==> config.mk <==
export PLATFORM = sky130hd
export DESIGN_NAME = fifo_flat
export DESIGN_NICKNAME = d
export VERILOG_FILES = /design/src/rtl/fifo_pkg.sv /design/src/rtl/fifo_if.sv /design/src/rtl/fifo_mem.sv /design/src/rtl/fifo.sv /design/src/flat_wrapper.sv
export SDC_FILE = /design/constraint.sdc
export NUM_CORES = 1
export LEC_CHECK = 0
export CAP_MARGIN = 20
export CELL_PAD_IN_SITES_DETAIL_PLACEMENT = 1
export CELL_PAD_IN_SITES_GLOBAL_PLACEMENT = 2
export CORE_MARGIN = 2
export CORE_UTILIZATION = 40
export CTS_BUF_LIST = sky130_fd_sc_hd__clkbuf_8
export CTS_CLUSTER_DIAMETER = 80
export CTS_CLUSTER_SIZE = 10
export DETAILED_ROUTE_END_ITERATION = 8
export GPL_ROUTABILITY_DRIVEN = 0
export PLACE_DENSITY = 0.75
export RECOVER_POWER = 100
export SYNTH_ARGS = -nofsm -noshare
export SYNTH_HDL_FRONTEND = slang
export SYNTH_SLANG_ARGS = --single-unit
==> constraint.sdc <==
create_clock -name CLK -period 2.29 [get_ports CLK]
set_clock_uncertainty 0.2 [all_clocks]
set_input_delay 0.458 -clock CLK [delete_from_list [all_inputs] [get_ports CLK]]
set_output_delay 0.458 -clock CLK [all_outputs]
set_load 0.005 [all_outputs]
==> src/rtl/fifo_pkg.sv <==
// Shared constants and width helpers for the byte FIFO between the UART path
// and the calculator core.
package fifo_pkg;

    localparam int DEF_DATA_WIDTH = 8;
    localparam int DEF_FIFO_DEPTH = 16;

    localparam logic OP_WRITE = 1'b1;
    localparam logic OP_READ  = 1'b0;

    function automatic int ptr_width(input int depth);
        return $clog2(depth);
    endfunction

    // One extra bit so that a completely full FIFO is distinguishable from empty.
    function automatic int cnt_width(input int depth);
        return $clog2(depth) + 1;
    endfunction

endpackage

==> src/rtl/fifo_if.sv <==
// Operation/data/status bundle for the FIFO; the producer/consumer drives
// through the master modport, the FIFO answers through the slave modport.
interface fifo_if #(
    parameter int DATA_WIDTH = fifo_pkg::DEF_DATA_WIDTH,
    parameter int FIFO_DEPTH = fifo_pkg::DEF_FIFO_DEPTH
);
    import fifo_pkg::*;

    logic                               E;
    logic                               R_WR;
    logic [DATA_WIDTH-1:0]              DATA_IN;
    logic [DATA_WIDTH-1:0]              DATA_OUT;
    logic                               FULL;
    logic                               EMPTY;
    logic [cnt_width(FIFO_DEPTH)-1:0]   COUNT;

    modport master (
        output E, R_WR, DATA_IN,
        input  DATA_OUT, FULL, EMPTY, COUNT
    );

    modport slave (
        input  E, R_WR, DATA_IN,
        output DATA_OUT, FULL, EMPTY, COUNT
    );

endinterface

==> src/rtl/fifo_mem.sv <==
// Register array with a synchronous write port and an asynchronous read port;
// contents are deliberately left out of reset.
module fifo_mem #(
    parameter int DATA_WIDTH = fifo_pkg::DEF_DATA_WIDTH,
    parameter int DEPTH      = fifo_pkg::DEF_FIFO_DEPTH,
    parameter int ADDR_W     = fifo_pkg::ptr_width(fifo_pkg::DEF_FIFO_DEPTH)
) (
    input  logic                  i_clk,
    input  logic                  i_we,
    input  logic [ADDR_W-1:0]     i_waddr,
    input  logic [DATA_WIDTH-1:0] i_wdata,
    input  logic [ADDR_W-1:0]     i_raddr,
    output logic [DATA_WIDTH-1:0] o_rdata
);

    logic [DATA_WIDTH-1:0] r_mem [DEPTH];

    always_ff @(posedge i_clk) begin
        if (i_we) begin
            r_mem[i_waddr] <= i_wdata;
        end
    end

    assign o_rdata = r_mem[i_raddr];

endmodule

==> src/rtl/fifo.sv <==
// Single-clock FIFO: one operation per enabled edge, direction chosen by R_WR.
// Pointers, occupancy count, flags and the registered read data live here.
module fifo #(
    parameter int DATA_WIDTH = fifo_pkg::DEF_DATA_WIDTH,
    parameter int FIFO_DEPTH = fifo_pkg::DEF_FIFO_DEPTH
) (
    input  logic   CLK,
    input  logic   RST,
    fifo_if.slave  bus
);
    import fifo_pkg::*;

    localparam int PTR_W = ptr_width(FIFO_DEPTH);
    localparam int CNT_W = cnt_width(FIFO_DEPTH);

    logic [PTR_W-1:0]      r_wr_ptr;
    logic [PTR_W-1:0]      r_rd_ptr;
    logic [CNT_W-1:0]      r_count;
    logic [DATA_WIDTH-1:0] r_data_out;

    logic                  w_full;
    logic                  w_empty;
    logic                  w_do_wr;
    logic                  w_do_rd;
    logic [DATA_WIDTH-1:0] w_rd_data;

    assign w_full  = (r_count == CNT_W'(FIFO_DEPTH));
    assign w_empty = (r_count == '0);

    // Blocked operations (write when full, read when empty) are silently dropped.
    assign w_do_wr = bus.E && (bus.R_WR == OP_WRITE) && !w_full;
    assign w_do_rd = bus.E && (bus.R_WR == OP_READ)  && !w_empty;

    fifo_mem #(
        .DATA_WIDTH (DATA_WIDTH),
        .DEPTH      (FIFO_DEPTH),
        .ADDR_W     (PTR_W)
    ) u_mem (
        .i_clk   (CLK),
        .i_we    (w_do_wr),
        .i_waddr (r_wr_ptr),
        .i_wdata (bus.DATA_IN),
        .i_raddr (r_rd_ptr),
        .o_rdata (w_rd_data)
    );

    // Pointers wrap by natural overflow since the depth is a power of two.
    always_ff @(posedge CLK or negedge RST) begin
        if (!RST) begin
            r_wr_ptr   <= '0;
            r_rd_ptr   <= '0;
            r_count    <= '0;
            r_data_out <= '0;
        end else if (w_do_wr) begin
            r_wr_ptr <= r_wr_ptr + PTR_W'(1);
            r_count  <= r_count + CNT_W'(1);
        end else if (w_do_rd) begin
            r_data_out <= w_rd_data;
            r_rd_ptr   <= r_rd_ptr + PTR_W'(1);
            r_count    <= r_count - CNT_W'(1);
        end
    end

    assign bus.DATA_OUT = r_data_out;
    assign bus.FULL     = w_full;
    assign bus.EMPTY    = w_empty;
    assign bus.COUNT    = r_count;

endmodule

==> src/flat_wrapper.sv <==
// flat-port wrapper written by rule: the top's interface ports become plain ports
module fifo_flat import fifo_pkg::*;
#(
    parameter int DATA_WIDTH = fifo_pkg::DEF_DATA_WIDTH,
    parameter int FIFO_DEPTH = fifo_pkg::DEF_FIFO_DEPTH
)
  (CLK, RST, bus_E, bus_R_WR, bus_DATA_IN, bus_DATA_OUT, bus_FULL, bus_EMPTY, bus_COUNT);
  fifo_if #(.DATA_WIDTH(DATA_WIDTH), .FIFO_DEPTH(FIFO_DEPTH)) bus_i ();
  input  logic CLK;
  input  logic RST;
  input wire logic [$bits(bus_i.E)-1:0] bus_E;
  input wire logic [$bits(bus_i.R_WR)-1:0] bus_R_WR;
  input wire logic [$bits(bus_i.DATA_IN)-1:0] bus_DATA_IN;
  output wire logic [$bits(bus_i.DATA_OUT)-1:0] bus_DATA_OUT;
  output wire logic [$bits(bus_i.FULL)-1:0] bus_FULL;
  output wire logic [$bits(bus_i.EMPTY)-1:0] bus_EMPTY;
  output wire logic [$bits(bus_i.COUNT)-1:0] bus_COUNT;
  assign bus_i.E = bus_E;
  assign bus_i.R_WR = bus_R_WR;
  assign bus_i.DATA_IN = bus_DATA_IN;
  assign bus_DATA_OUT = bus_i.DATA_OUT;
  assign bus_FULL = bus_i.FULL;
  assign bus_EMPTY = bus_i.EMPTY;
  assign bus_COUNT = bus_i.COUNT;
  fifo #(.DATA_WIDTH(DATA_WIDTH), .FIFO_DEPTH(FIFO_DEPTH)) u_core (.CLK(CLK), .RST(RST), .bus(bus_i));
endmodule
==> out/results.tsv <==
metric	value	unit
outcome	finished with violations	
failing checks	negative setup slack	
Worst Slack Setup Final	-0.02054	ns
core area	15030	um^2
Setup crit start kind	flop	
GRT Residual Overflow	0	
RSZ-0062 raised after global routing	true	
# rows	45	
Residual DRC	0	
hold wc startpoint	u_core.bus.DATA_OUT[5]	
max-capacitance violation count	0	
Unique masters post-synth	34	
Seq/Total Area, Yosys	0.7172	
Ports	27	
Tcrit/Tclk final	1.009	
setup TNS	-0.02054	ns
drt total wl	12.15	mm
worst slew pin tran	1.246	ns
first-pass GRT wire length	18.66	mm
# H-tree levels	4	
die width	127.4	um
final net count	398	
Leakage	0.002595	uW
post-synth top area share	0.6309	
maximum number of pins on one net before global-route repair	28	
vias	3003	
Syn Nets	329	
TritonCTS clock tree	done	
Tot GR Track Use	0.1597	
Finished Core Util	0.4945	
Crit Reg-Reg Startpoint	u_core.bus.COUNT[2]	
Post-DP HPWL	7.562	mm
Worst-Skew Late Latency	0.45	ns
post-route ant nets	0	
initial antenna violation count	0	
synthesized area per cell	19.78	um^2
DR iter-0 viols	131	
layout overhead on the synthesized area	22.04	%
Cells after Synth	308	
vias in the first global route	3251	
relative slew slack	0.1697	
Arrival @ worst endpoint	1.65	ns
Setup CP Type	reg -> out	
clk slew on worst S/H paths	0.09	ns
Power Dens Cells	1125	nW/um^2
Via density	5.196	
# setup viols final	1	
area of the die	16230	um^2
Synth area leaders	edfxtp_1, dfrtp_1, mux4_2, mux4_1, mux2i_1	
Seq cells post-synth	149	
Worst EP required	1.63	ns
CP Capture Type	output pin	
worst vdd ir	0.0004003	V
Final min period	2.311	ns
share of cells above drive strength 1	0.3231	
Synth Warn #	0	
I/O Buffers	26	
DR pass1 iterations	4	
Critical Path Start	u_core.bus.COUNT[2]	
Final Hold Viols	0	
fin. max-slew vios	0	
Ant. Diodes	0	
CTS max path bufs	2	
CTS Buf Count	17	
area leader, netlist	edfxtp_1	
Synth Cell Area	6092	um^2
DIE HEIGHT	127.4	um
mean routed wirelength per cell	21.02	um
Clk Tree Root Cell	clkbuf_8	
FMAX	0.4328	GHz
worst hold-check path type	reg -> reg	
Placed Instance Area	6887	um^2
Crit Path Max Fanout	4	
Initial Util	0.4052	
design area	7435	um^2
# clock sinks	149	
## registers in the layout, summed over array words and instances (netlist names)
register,cells
u_core.u_mem.r_mem,128
u_core.bus.DATA_OUT,8
u_core.bus.COUNT,5
u_core.r_rd_ptr,4
u_core.r_wr_ptr,4
## synth_stat cells (all sizes together)
cell type  count
a211o          1
a21o           2
a21oi          4
a22o           1
and2           9
buf           12
clkbuf         3
dfrtp         21
edfxtp       128
fa             1
ha             8
inv            8
mux2          11
mux2i         16
mux4          32
nand2         10
nand3          2
nand4          1
nor2           7
nor2b          2
nor3b          2
nor4           5
o21ai         10
or4            1
xnor2          6
xor2           5
## power breakdown
group | leakage [uW] | switching, uW | internal, uW
clock | 0.000194 | 1010 | 976
sequential | 0.00140 | 265 | 3260
combinational | 0.00100 | 1260 | 1600
total | 0.00260 | 2530 | 5830
## cell families (layout without fill, tap and decap cells)
| kind of cell | after synthesis | after routing | share of synthesized area |
|---|---|---|---|
| flip-flops | 149 | 149 | 0.7172 |
| multiplexers | 59 | 59 | 0.1711 |
| AND/OR/NAND/NOR | 39 | 39 | 0.03389 |
| buffers and inverters | 23 | 105 | 0.02362 |
| AO/OA/AOI/OAI | 18 | 18 | 0.01869 |
| XOR/XNOR | 11 | 11 | 0.01581 |
| adder cells (fa/ha/maj) | 9 | 9 | 0.01972 |
## worst max-delay path: stages, from the launching register on
cell     delay (ns)
dfrtp_2        0.44
buf_6          0.14
or4_4          0.42
nor2_2         0.10
buf_2          0.11
## per-stage QoR
step	setup WS, ns	instances	hold slack, ns	total power, uW
final	-0.02054	578	0.2868	8366
after global routing	-0.08703	578	0.3238	8801
after CTS	-0.1502	573	0.1449	8308
after detailed placement	-0.4473	539	0.2731	6261
after global placement	-0.3759	539	0.2633	6209
after floorplan	-0.03838	308	-0.03759	5284
## layout by cell type, fill, tap and decap left out, drive strengths merged, types with 8 or more instances in the layout
| cell | Yosys | routed |
|---|---|---|
| edfxtp | 128 | 128 |
| buf | 12 | 39 |
| mux4 | 32 | 32 |
| dfrtp | 21 | 21 |
| clkbuf | 3 | 18 |
| mux2i | 16 | 16 |
| clkdlybuf4s50 | 0 | 14 |
| inv | 8 | 14 |
| mux2 | 11 | 11 |
| nand2 | 10 | 10 |
| o21ai | 10 | 10 |
| dlygate4sd3 | 0 | 9 |
| and2 | 9 | 9 |
| ha | 8 | 8 |
## area by class of cell
class / instances / area, um^2
well taps: 188 / 235.2
inverters: 8 / 32.53
clock inverters: 15 / 157.7
flip-flops and latches: 149 / 4375
repair buffers: 65 / 728.2
fillers: 1412 / 7599
multi-input cells: 136 / 1672
clock buffers: 17 / 234.0
## worst paths after layout
check,to,slack (ns),depth (start not counted)
max,bus_EMPTY,-0.02,4
max in group asynchronous,u_core.r_rd_ptr[0],0.47,2
max reg2reg,u_core.bus.COUNT[4],0.08,9
min reg2reg,u_core.bus.DATA_OUT[5],0.29,2
min in group asynchronous,u_core.bus.COUNT[3],0.59,2
min,u_core.bus.DATA_OUT[5],0.29,2
## repair_timing
item | 4_1_cts | 5_1_grt
endpoints found under the setup margin | 2 | 32
setup buffers | 2 | 5
gates resized for setup | 7 | 19
pin swaps | 2 | 9
hold buffers | 0 | 0
## per-layer routing
layer,vias up,wire (um),share of wire,track usage
met4,0,194,0.016,0.06593
met1,1567,5412,0.45,0.2113
li1,1363,-,-,-
met3,15,475,0.039,0.03392
met2,58,6066,0.50,0.2589
met5,-,0,0,0
Note: power is estimated with default switching activity, not from simulation.
